`src/rtl/serial_subtractor.sv`:
```
// Bit-serial unsigned subtractor: diff = a - b - borrow_in, one bit per clock, LSB first.
// One full-subtractor cell plus a borrow flop; start/busy/done handshake toward the issuer.
module serial_subtractor #(
   parameter  int WIDTH = 4,
   localparam int CNT_W = $clog2(WIDTH) + 1
) (
   input  logic             clk,
   input  logic             reset,
   input  logic             start,
   input  logic [WIDTH-1:0] a,
   input  logic [WIDTH-1:0] b,
   input  logic             borrow_in,
   output logic             busy,
   output logic             done,
   output logic [WIDTH-1:0] diff,
   output logic             borrow_out,
   output logic [1:0]       dbg_state
);

   // Handshake: start is honoured only while IDLE (busy=0); operands are captured on that
   // edge. done pulses for one cycle with diff/borrow_out valid; they hold until the next done.
   typedef enum logic [1:0] {
      S_IDLE = 2'd0,
      S_RUN  = 2'd1,
      S_DONE = 2'd2
   } state_t;

   state_t           r_state;
   state_t           w_state_nxt;
   logic [WIDTH-1:0] r_a;
   logic [WIDTH-1:0] r_b;
   logic             r_bw;
   logic [CNT_W-1:0] r_cnt;
   logic [WIDTH-1:0] r_res;
   logic [WIDTH-1:0] r_diff;
   logic             r_borrow_out;

   logic             w_d;
   logic             w_bw_nxt;
   logic             w_last;
   logic [WIDTH-1:0] w_res_nxt;

   assign w_d       = r_a[0] ^ r_b[0] ^ r_bw;
   assign w_bw_nxt  = (~r_a[0] & r_b[0]) | (~r_a[0] & r_bw) | (r_b[0] & r_bw);
   assign w_last    = (r_cnt == CNT_W'(WIDTH - 1));
   assign w_res_nxt = {w_d, r_res[WIDTH-1:1]};

   always_ff @(posedge clk or posedge reset) begin
      if (reset) begin
         r_state <= S_IDLE;
      end else begin
         r_state <= w_state_nxt;
      end
   end

   always_comb begin
      w_state_nxt = r_state;
      case (r_state)
         S_IDLE:  if (start) w_state_nxt = S_RUN;
         S_RUN:   if (w_last) w_state_nxt = S_DONE;
         S_DONE:  w_state_nxt = S_IDLE;
         default: w_state_nxt = S_IDLE;
      endcase
   end

   always_comb begin
      busy      = (r_state != S_IDLE);
      done      = (r_state == S_DONE);
      dbg_state = r_state;
   end

   // Result is assembled in r_res and only published to r_diff on the final bit.
   always_ff @(posedge clk or posedge reset) begin
      if (reset) begin
         r_a          <= '0;
         r_b          <= '0;
         r_bw         <= 1'b0;
         r_cnt        <= '0;
         r_res        <= '0;
         r_diff       <= '0;
         r_borrow_out <= 1'b0;
      end else begin
         case (r_state)
            S_IDLE: begin
               if (start) begin
                  r_a   <= a;
                  r_b   <= b;
                  r_bw  <= borrow_in;
                  r_cnt <= '0;
                  r_res <= '0;
               end
            end
            S_RUN: begin
               r_a   <= r_a >> 1;
               r_b   <= r_b >> 1;
               r_bw  <= w_bw_nxt;
               r_res <= w_res_nxt;
               r_cnt <= r_cnt + CNT_W'(1);
               if (w_last) begin
                  r_diff       <= w_res_nxt;
                  r_borrow_out <= w_bw_nxt;
               end
            end
            default: ;
         endcase
      end
   end

   assign diff       = r_diff;
   assign borrow_out = r_borrow_out;

endmodule

```
`config.mk`:
```
export PLATFORM = sky130hd
export DESIGN_NAME = serial_subtractor
export DESIGN_NICKNAME = d
export VERILOG_FILES = /design/src/rtl/serial_subtractor.sv
export SDC_FILE = /design/constraint.sdc
export NUM_CORES = 1
export LEC_CHECK = 0
export CAP_MARGIN = 10
export CORE_MARGIN = 5
export CORE_UTILIZATION = 50
export DETAILED_ROUTE_END_ITERATION = 8
export HOLD_SLACK_MARGIN = 0.02
export PLACE_DENSITY = 0.82
export RECOVER_POWER = 50
export SLEW_MARGIN = 10
export SYNTH_ARGS = -nofsm -noshare
export SYNTH_HDL_FRONTEND = slang
export SYNTH_SLANG_ARGS = --single-unit
```
`constraint.sdc`:
```
create_clock -name clk -period 3.75 [get_ports clk]
set_input_delay 0.75 -clock clk [delete_from_list [all_inputs] [get_ports clk]]
set_output_delay 0.75 -clock clk [all_outputs]
set_load 0.02 [all_outputs]
```
-- Word-level counts from Yosys, hierarchy flattened
Cells that the tools add are included.
- $add $sub $neg: 1
- muxes and demuxes: 13
- reductions and logical operators: 6
- bitwise operators: 8
- equal/unequal tests: 5
- operators by type and width (cell ; count):
    $pmux 4 s2 ; 3
    $mux 4 ; 3
    $pmux 3 s2 ; 1
    $reduce_and 2->1 ; 3
    $mux 2 ; 2
    $ne 2x2->1 const B ; 2
    $pmux 2 s2 ; 1
    $reduce_bool 2->1 ; 2
    $add 3x1->3 const B ; 1
    $and 1x1->1 ; 3
    $eq 3x2->1 const B ; 1
    $mux 3 ; 1
    $eq 2x1->1 const B ; 1
    $eq 2x2->1 const B ; 1
    $logic_not 2->1 ; 1
    $or 1x1->1 ; 2
    $pmux 1 s2 ; 1
    $xor 1x1->1 ; 2
    $mux 1 ; 1
    $not 1->1 ; 1
- word-level logic and storage cells: 41
- bits of input ports: 12
- flip-flop bits (word level): 23
- output and inout bits: 9

-- Logic depth before layout (Yosys ltp)
- word-level depth: 5
- gate-level depth with buffers: 4
- mapped depth without buffers: 4

-- Worst setup path after synthesis
No wires, ideal clock.
- kind: flip-flop to output port
- from: register r_state[1] (netlist: dbg_state[1])
- to: output done
- required time: 3.000 ns
- stages on the path, launching flop included: 3
- slack: 1.900 ns
- data arrival time: 1.100 ns
- buffers on the path: 1
- cell sequence: dfrtp_1 > buf_2 > nor2b_1
- word-level cells in the longest chain between the ends: 1
- ends and longest elaborated chain (what ; line ; RTL):
    from (decl) ; 28 ; state_t r_state;
    from (signal assigned) ; 52 ; r_state <= w_state_nxt;
    $eq 2x2->1 ; 68 ; done = (r_state == S_DONE);
    to (decl) ; 14 ; output logic done,
No other way between the ends.

-- Worst setup path in the final report
- from: register r_state[0] (netlist: dbg_state[0])
- to: output busy
- word-level cells in the longest chain between the ends: 1
- ends and longest elaborated chain (what ; line ; RTL):
    $reduce_bool 2->1 ; 67 ; busy = (r_state != S_IDLE);
    to (decl) ; 13 ; output logic busy,
No other way between the ends.

==> out/results.ini <==
[cts]
path_clk_slew_ps=110
post_cts_buffers=0
cts-htree-levels=1
cts-root-buf=clkbuf_4
clkSinkCount=22
hold_buffers=0
insertion_delay_ps=310
cts_resized=0
cts_tree=done
cts_buffers=3
clk_path_buf_depth=2

[yosys]
yosysSeqAreaShare_pct=54.6
syn_inst=83
syn_nets=98
syn-mean-instance-area_um2=12.2
ys_types=30
synth_seq_cells=22
syn-cell-area_um2=1010
ys_warn_count=0

[sta]
fin_worst_skew_ps=6.81
fin_ws_ps=1060
fmax_mhz=371
min_period_over_period_pct=71.8
hold_viol=0
slew-limit-headroom_pct=44.8
setup_violations=0
rsz0062_at_grt=no
maxSlewViolCount=0
fin_tns_setup_ps=0
min_period_ps=2690
worst_pin_slew_ps=826

[routing]
viasPerCell=5.53
drtIter0Drc=43
vias=713
drc_errors=0
ant_nets=0
routed_wl_um=1900
firstDrtPassIters=4
wl_per_cell_um=14.7

[power]
p_leak_uw=0.000562
total_power_uw=1070
ir_worst_vdd_uv=498
powerDensity_nw_per_um2=851

[global_route]
gr-total-overflow=0
track_usage_pct=14.9
grt_max_degree=23
grt_first_pass_wirelength_um=3090
grt_pass1_vias=693
antenna_found_initial=0

[worst_setup_path]
arrival_ps=1940
critPathLaunchType=register
slowest_stage=dfrtp_1
critical_path_required_ps=3000
crit_chain=nor2_1 > inv_1 > clkdlybuf4s50_1
critPathTopFamily=buffers and inverters
worst-path-stages=3
critPathMaxFanout=19
worst-path-buf-inv=2
r2r_cells=2
slowest_delay_ps=700
path_class=reg2out
endpoint_kind=output port

[placement]
dp_slack_ps=1320
hpwlAfterDp_um=1380
numPlacedInstances=125
portBuffers=20
dpl_cell_area_um2=1200
routabilityCongestion=0.803

[die]
ios=21
core-area_um2=1940
die_w_um=54.9
die-area_um2=3020
fp-row-count=16
initial_core_util_pct=51.9
die_h_um=54.9

[flow_run]
maxCapViolCount=0

[outcome]
status=complete, no violations

[final_layout]
final_cell_mix=dfrtp_1, clkdlybuf4s50_1, inv_1
nNetsFinal=118
final_layout_size_suffix_gt1_share_pct=9.80
fin_cells=129
stdcell_area_um2=1260
num_antenna_cells=0
final_common_cell=dfrtp_1
n_fill_cell=167
area_delta_synth_final_pct=24.7

[hold_path]
hold_depth=1
min_path_type=reg2reg

## worst reg2reg max path, stage by stage, from the launching register on
cell      delay [ps]
dfrtp_1          590
o21bai_1         760
a221oi_1         210
## worst paths after layout
path                                           from                     end  slack [ps]
max                        dbg_state[0]$_DFFE_PP0P_                    busy        1060
min in group asynchronous                     reset     diff[0]$_DFFE_PP0P_        1010
min reg2reg                    r_cnt[0]$_DFFE_PP0P_    r_cnt[0]$_DFFE_PP0P_         500
max reg2reg                dbg_state[0]$_DFFE_PP0P_        r_bw$_DFFE_PP0P_        2050
min                            r_cnt[0]$_DFFE_PP0P_    r_cnt[0]$_DFFE_PP0P_         500
max in group asynchronous                     reset  borrow_out$_DFFE_PP0P_        2240
## state kept, by name, indices dropped and copies added, names as in the netlist
signal / cells
r_res: 3
r_bw: 1
r_a: 4
diff: 4
borrow_out: 1
dbg_state: 2
r_cnt: 3
r_b: 4
## report_power, final
group / total [uW] / switching, uW / internal, uW / leakage, uW
Sequential: 439 / 92.6 / 346 / 0.000271
Clock: 180 / 71.5 / 108 / 0.0000279
Combinational: 452 / 218 / 234 / 0.000264
## routing by layer
layer / GRT usage (%) / vias to the layer above / wire (um) / share of wire [%]
li1: - / 334 / - / -
met1: 19.1 / 344 / 803 / 42
met2: 24.0 / 30 / 915 / 48
met3: 2.95 / 5 / 139 / 7.3
met4: 7.29 / 0 / 39 / 2.1
met5: 0 / - / 0 / 0
## stage by stage
| stage | hold WS [ps] | utilization [%] |
|---|---|---|
| 2_1_floorplan | 457 | - |
| 3_3_place_gp | 472 | 62.0 |
| 3_5_place_dp | 481 | 62.0 |
| 4_1_cts | 501 | 64.8 |
| 5_1_grt | 512 | 64.8 |
| 6_report | 496 | 64.8 |
## logic make-up (layout without fill, tap and decap cells)
| group | count (synthesis) | count (layout) | synth area share, % |
|---|---|---|---|
| and+or+nand+nor | 19 | 19 | 12.2 |
| adders and majority gates | 3 | 3 | 4.47 |
| muxes | 6 | 6 | 6.45 |
| buffers and inverters | 16 | 35 | 7.82 |
| AOI/OAI and AO/OA | 17 | 17 | 14.5 |
| DFF | 22 | 22 | 54.6 |
## cell usage after synthesis
cell	number	area [um^2]
dfrtp_1	22	551
buf_2	2	10.0
a22o_1	3	26.3
o2bb2ai_1	1	8.76
a211oi_1	1	7.51
o21bai_1	1	7.51
nor3b_1	1	7.51
mux2_2	4	45.0
nand2b_1	1	6.26
nor4b_1	4	35.0
o22ai_1	1	6.26
a221oi_1	3	26.3
nor2b_1	4	25.0
clkbuf_2	1	5.00
a222oi_1	2	20.0
nand3b_1	1	7.51
nand2_1	2	7.51
or4b_1	1	10.0
a32o_1	1	10.0
nor2_1	4	15.0
buf_6	2	22.5
a21oi_1	1	5.00
o221a_2	1	11.3
mux2i_1	2	20.0
or3b_2	1	8.76
o211ai_1	1	7.51
ha_1	2	25.0
o21ba_2	1	10.0
fa_1	1	20.0
inv_1	11	41.3
## layout make-up
class                           count  area, um^2  area share, %
Clock buffer                        3        22.5           1.79
Clock inverter                      1        30.0           2.39
Inverter                           11        41.3           3.28
Multi-Input combinational cell     45         379           30.1
Sequential cell                    22         551           43.8
Tap cell                           27        33.8           2.69
Timing Repair Buffer               20         200           15.9
Power figures use the tool's default switching activity.
